==> src/rtl/lc3b_types.sv <==
// Shared LC-3b cache types: tag/line widths, the victim-cache controller state
// encoding and the bundle of datapath control strobes it drives.
package lc3b_types;

  typedef logic [11:0]  lc3b_v_tag;
  typedef logic [127:0] lc3b_cache_line;

  typedef enum logic [3:0] {
    IDLE,
    R_LOOKUP,
    R_HIT,
    R_L2ADDR,
    R_L2READ,
    W_LOOKUP,
    W_WBADDR,
    W_WB,
    W_INSTALL,
    DONE
  } victim_ctrl_state;

  typedef struct packed {
    logic inputreg_load;
    logic outputreg_load;
    logic lru_load;
    logic linehitmux_sel;
    logic cacheslot_load;
    logic l2_tagmux_sel;
    logic outputregmux_sel;
    logic dirty_in;
    logic valid_in;
    logic l2_read;
    logic l2_write;
    logic l1_resp;
  } vc_ctrl_t;

endpackage

==> src/rtl/victim_cache_control_sat_counter16.sv <==
// Enable-driven up counter that sticks at all-ones instead of wrapping.
module sat_counter16 #(
  parameter int DATA_W = 16
) (
  input  logic              clk,
  input  logic              reset_n,
  input  logic              en,
  output logic [DATA_W-1:0] count
);

  always_ff @(posedge clk or negedge reset_n) begin
    if (!reset_n)
      count <= '0;
    else if (en && (count != '1))
      count <= count + DATA_W'(1);
  end

endmodule

==> src/rtl/victim_cache_control.sv <==
// Sequencer for the 4-entry victim cache datapath: services L1 fetches and
// L1 evict/installs, drives the L2 handshake and keeps hit/miss statistics.
module victim_cache_control
  import lc3b_types::*;
(
  input  logic        clk,
  input  logic        reset_n,
  input  logic        l1_read,
  input  logic        l1_write,
  input  logic        l1_wdirty,
  input  logic        hit,
  input  logic        dirty,
  input  logic        full,
  input  logic        l2_resp,
  output logic        inputreg_load,
  output logic        outputreg_load,
  output logic        lru_load,
  output logic        linehitmux_sel,
  output logic        cacheslot_load,
  output logic        l2_tagmux_sel,
  output logic        outputregmux_sel,
  output logic        dirty_in,
  output logic        valid_in,
  output logic        l2_read,
  output logic        l2_write,
  output logic        l1_resp,
  output logic [15:0] hit_count,
  output logic [15:0] miss_count
);

  victim_ctrl_state state, state_nxt;
  vc_ctrl_t         ctrl;
  logic             hit_inc, miss_inc;

  // The datapath picks an empty slot itself, so occupancy never steers the FSM.
  logic unused_full;
  assign unused_full = full;

  always_comb begin
    ctrl      = '0;
    state_nxt = state;
    hit_inc   = 1'b0;
    miss_inc  = 1'b0;
    case (state)
      IDLE: begin
        if (l1_write) begin
          ctrl.inputreg_load = 1'b1;
          state_nxt          = W_LOOKUP;
        end else if (l1_read) begin
          state_nxt = R_LOOKUP;
        end
      end
      R_LOOKUP: begin
        if (hit) begin
          ctrl.outputreg_load = 1'b1;
          ctrl.lru_load       = 1'b1;
          hit_inc             = 1'b1;
          state_nxt           = R_HIT;
        end else begin
          miss_inc  = 1'b1;
          state_nxt = R_L2ADDR;
        end
      end
      R_HIT: begin
        ctrl.l1_resp = 1'b1;
        state_nxt    = IDLE;
      end
      R_L2ADDR: begin
        ctrl.l2_tagmux_sel = 1'b1;
        state_nxt          = R_L2READ;
      end
      R_L2READ: begin
        ctrl.l2_tagmux_sel    = 1'b1;
        ctrl.outputregmux_sel = 1'b1;
        ctrl.l2_read          = 1'b1;
        if (l2_resp) begin
          ctrl.l1_resp = 1'b1;
          state_nxt    = IDLE;
        end
      end
      W_LOOKUP: begin
        if (hit) begin
          ctrl.cacheslot_load = 1'b1;
          ctrl.lru_load       = 1'b1;
          ctrl.valid_in       = 1'b1;
          ctrl.dirty_in       = l1_wdirty | dirty;
          state_nxt           = DONE;
        end else if (dirty) begin
          ctrl.outputreg_load = 1'b1;
          state_nxt           = W_WBADDR;
        end else begin
          state_nxt = W_INSTALL;
        end
      end
      W_WBADDR: state_nxt = W_WB;
      W_WB: begin
        ctrl.l2_write = 1'b1;
        if (l2_resp)
          state_nxt = W_INSTALL;
      end
      W_INSTALL: begin
        ctrl.cacheslot_load = 1'b1;
        ctrl.lru_load       = 1'b1;
        ctrl.linehitmux_sel = 1'b1;
        ctrl.valid_in       = 1'b1;
        ctrl.dirty_in       = l1_wdirty;
        state_nxt           = DONE;
      end
      DONE: begin
        ctrl.l1_resp = 1'b1;
        state_nxt    = IDLE;
      end
      default: state_nxt = IDLE;
    endcase
    // Mealy strobes must not leak out while reset is held.
    if (!reset_n)
      ctrl = '0;
  end

  always_ff @(posedge clk or negedge reset_n) begin
    if (!reset_n)
      state <= IDLE;
    else
      state <= state_nxt;
  end

  assign inputreg_load    = ctrl.inputreg_load;
  assign outputreg_load   = ctrl.outputreg_load;
  assign lru_load         = ctrl.lru_load;
  assign linehitmux_sel   = ctrl.linehitmux_sel;
  assign cacheslot_load   = ctrl.cacheslot_load;
  assign l2_tagmux_sel    = ctrl.l2_tagmux_sel;
  assign outputregmux_sel = ctrl.outputregmux_sel;
  assign dirty_in         = ctrl.dirty_in;
  assign valid_in         = ctrl.valid_in;
  assign l2_read          = ctrl.l2_read;
  assign l2_write         = ctrl.l2_write;
  assign l1_resp          = ctrl.l1_resp;

  sat_counter16 #(.DATA_W(16)) u_hit_cnt (
    .clk     (clk),
    .reset_n (reset_n),
    .en      (hit_inc),
    .count   (hit_count)
  );

  sat_counter16 #(.DATA_W(16)) u_miss_cnt (
    .clk     (clk),
    .reset_n (reset_n),
    .en      (miss_inc),
    .count   (miss_count)
  );

endmodule

==> config.mk <==
export PLATFORM = sky130hd
export DESIGN_NAME = victim_cache_control
export DESIGN_NICKNAME = d
export VERILOG_FILES = /design/src/rtl/lc3b_types.sv /design/src/rtl/victim_cache_control_sat_counter16.sv /design/src/rtl/victim_cache_control.sv
export SDC_FILE = /design/constraint.sdc
export NUM_CORES = 1
export LEC_CHECK = 0
export BUFFER_PORTS_ARGS = -buffer_cell sky130_fd_sc_hd__clkbuf_2
export CORE_ASPECT_RATIO = 0.7
export CORE_MARGIN = 5
export CORE_UTILIZATION = 35
export CTS_CLUSTER_DIAMETER = 30
export DETAILED_ROUTE_END_ITERATION = 8
export GPL_TIMING_DRIVEN = 0
export PLACE_DENSITY_LB_ADDON = 0.08
export SKIP_LAST_GASP = 1
export SYNTH_ARGS = -nofsm -noshare
export SYNTH_HDL_FRONTEND = slang
export SYNTH_SLANG_ARGS = --single-unit
export TNS_END_PERCENT = 5
==> constraint.sdc <==
create_clock -name clk -period 2.2 [get_ports clk]
set_input_delay 0.55 -clock clk [delete_from_list [all_inputs] [get_ports clk]]
set_output_delay 0.55 -clock clk [all_outputs]
set_load 0.005 [all_outputs]
==> summary.md <==
| Metric | Value |
|---|---|
| Maximum vdd ir drop | `0.4564 mV` |
| Seq cells post-synth | `36` |
| Num ports | `53` |
| Critical path fanouts, max | `5` |
| Post-route worst setup slack | `-0.04202 ns` |
| Initial antenna violation count | `0` |
| CP Data Required Time | `1.65 ns` |
| Most common cell in the synthesized netlist | `dfrtp_1` |
| EDFF count, synth | `0` |
| Max stage delay on crit path | `0.42 ns` |
| Synthesis warning total | `0` |
| Final Hold Viols | `0` |
| Status | `complete, but fails checks` |
| Part of the Yosys area used for sequential elements | `41.84%` |
| Crit end category | `output port` |
| Clock buffer depth | `2` |
| Crit Path Category | `reg2out` |
| DP Worst Slack | `-0.5207 ns` |
| Drt total wl | `5.360 mm` |
| Tcrit/Tclk final | `101.9%` |
| Synth top cells by count | `36 x dfrtp_1, 27 x xor2_1, 18 x nand2_1` |
| # hold bufs at CTS | `0` |
| Worst path arrival time | `1.69 ns` |
| Mapped Area | `0.002153 mm²` |
| Met3 WL | `257 µm` |
| Die ar. | `0.007846 mm²` |
| Final critical-path required period | `2.242 ns` |
| Worst slew pin tran | `0.4344 ns` |
| Initial DRT Pass Iterations | `4` |
| RSZ-0062 raised after global routing | `true` |
| Port-buffer cells | `51` |
| Wl on met1 | `2.843 mm` |
| H-tree lvl count | `2` |
| Worst-path clk slew | `0.07 ns` |
| Number of distinct library cells after synthesis | `46` |
| Via count | `1891` |
| Synthesized net count | `233` |
| Post-synth top area share | `41.84%` |
| Predominant post-synthesis flop cell | `dfrtp_1` |
| Nets | `301` |
| PD cells | `875.3 mW/mm²` |
| Drt wl/cell | `14.68 µm` |
| First DRT Iteration DRCs | `94` |
| Most used cell, CP | `buf_6` |
| FFs w/ async S/R, synth | `100.0%` |
| Worst-skew pair later-pin latency | `0.29 ns` |
| Post-route ant nets | `0` |
| Num CTS Buffers | `5` |
| Setup-violating endpoint count in the final report | `4` |
| Diodes inserted | `0` |
| Via density per instance | `5.181` |
| Largest net degree at the start of global routing | `45` |
| Post-DP Area | `0.002502 mm²` |
| Die width | `103.8 µm` |
| Core area | `0.005842 mm²` |
| TritonCTS clock tree | `yes` |
| Final Skew | `0.005745 ns` |
| Reg2reg path depth | `6` |
| Max cap viols | `0` |
| Vias in the first global route | `1761` |
| Wire length on met2 | `2.199 mm` |
| Avg Cell Area, Syn | `9.700 µm²` |
| Crit path launch type | `flip-flop` |
| CP delay by family, top | `simple AND/OR/NAND/NOR gates` |
| Synthesis-to-layout area growth | `27.89%` |
| GRT Total Usage | `13.67%` |
| Top post-synthesis cells by area | `dfrtp_1 42%, xor2_1 11%, nand3_1 3.5%` |
| Highest Clock Rate | `446.0 MHz` |
| DRC | `0` |
| Leak | `1.380 nW` |
| Synth Instances | `222` |
| Crit. Startpoint | `state[2]$_DFFE_PN0P_` |
| # rows | `23` |
| Number of clock sinks | `36` |
| Worst path cell trace | `buf_6 -> or3b_4 -> a21oi_4 -> and2_4 -> buf_6 -> buf_6` |
| Relative slew slack | `71.04%` |
| GR Overflow Total | `0` |
| Worst path depth | `6` |
| Layout cells sized above 1 | `33.45%` |
| DR top layer | `met4` |
| Final Total Pwr | `2.411 mW` |
| Pins Over Slew Limit | `0` |
| Buf/Inv on CP | `3` |
| Initial Util | `36.86%` |
| Failing checks | `setup timing` |
| Cell taking the most area after synthesis | `dfrtp_1` |
| Hold Path Class | `in2async` |
| Worst flop-to-flop path startpoint | `u_miss_cnt.count[0]$_DFFE_PN0P_` |
| Hpwl dp | `3.680 mm` |
| Cell with the largest stage delay on the worst path | `or3b_4` |
| GP Congestion | `0.7570` |
| Chip Height | `75.63 µm` |
| Finished Cell Area | `0.002754 mm²` |
| Global-route wire length before repair | `8.687 mm` |
| Root Driver | `clkbuf_8` |
-- state kept, by name, summed over array words and instances (netlist names) --
register	flops
u_hit_cnt.count	16
u_miss_cnt.count	16
state	4
-- worst register-to-register path, stage by stage, from the launching register on --
cell,delay (ns)
dfrtp_1,0.43
ha_1,0.22
nand4_1,0.26
nor4_4,0.46
buf_2,0.34
nor3_1,0.11
xor2_1,0.15
-- worst paths after layout --
check	end	slack, ns
min reg2reg	u_hit_cnt.count[6]$_DFFE_PN0P_	0.49
max reg2reg	u_miss_cnt.count[11]$_DFFE_PN0P_	0.12
min in group clk	u_hit_cnt.count[6]$_DFFE_PN0P_	0.49
min	u_hit_cnt.count[5]$_DFFE_PN0P_	0.18
max	valid_in	-0.04
max in group asynchronous	state[3]$_DFFE_PN0P_	1.72
-- what timing repair did --
action	in CTS	in global routing
pin swaps	2	2
gates cloned	0	1
resized for setup	11	12
buffers inserted	1	8
endpoints found under the setup margin	12	18
-- stage by stage --
| stage | hold slack (ns) | util (%) | instances | setup TNS (ns) |
|---|---|---|---|---|
| 6_report | 0.1793 | 47.14 | 365 | -0.1042 |
| 5_1_grt | 0.2039 | 47.14 | 365 | -1.245 |
| 4_1_cts | 0.1835 | 45.23 | 356 | -0.4811 |
| 3_5_place_dp | 0.4860 | 42.84 | 348 | -3.150 |
| 3_3_place_gp | 0.4685 | 42.84 | 348 | -2.955 |
| 2_1_floorplan | 0.2544 | - | 222 | 0 |
-- placed cells by master, fill, tap and decap left out, types with 3 or more instances in the layout --
master,n
nor3_1,13
o21ai_0,5
xor2_1,27
buf_6,5
a211oi_1,3
nor2_1,12
nand2_1,18
nand3b_1,3
mux2_2,5
a21oi_1,10
clkbuf_1,5
clkbuf_8,9
clkbuf_2,51
nand3_1,15
nor4_1,6
buf_4,9
nand4_1,9
nor3b_1,4
dfrtp_1,35
-- per-layer routing --
layer	up-vias	global-route usage [%]
li1	946	-
met1	894	19.85
met2	43	19.56
met3	8	3.980
met4	0	4.598
met5	-	0
-- power breakdown --
part | leakage [nW] | total (mW) | internal (mW) | switching (mW)
Clock | 0.0503 | 0.513 | 0.279 | 0.234
Sequential | 0.488 | 0.887 | 0.759 | 0.128
Combinational | 0.842 | 1.01 | 0.501 | 0.510
-- area by class of cell --
| cell class | count | area, µm² |
|---|---|---|
| Buffer | 14 | 103.9 |
| Clock buffer | 7 | 96.34 |
| Fill cell | 613 | 3088 |
| Multi-Input combinational cell | 172 | 1211 |
| Sequential cell | 36 | 902.1 |
| Tap cell | 75 | 93.84 |
| Timing Repair Buffer | 61 | 346.6 |
-- cells by family after synthesis --
logic type / after synthesis / share of synthesized area, %
DFF: 36 / 41.84
muxes: 5 / 2.615
AOI/OAI and AO/OA: 27 / 7.845
xor gates and xnor gates: 28 / 11.39
adders and majority gates: 2 / 1.162
and+or+nand+nor: 110 / 31.61
buffers and inverters: 14 / 3.544
No activity file was read; power rests on OpenSTA's default activity.
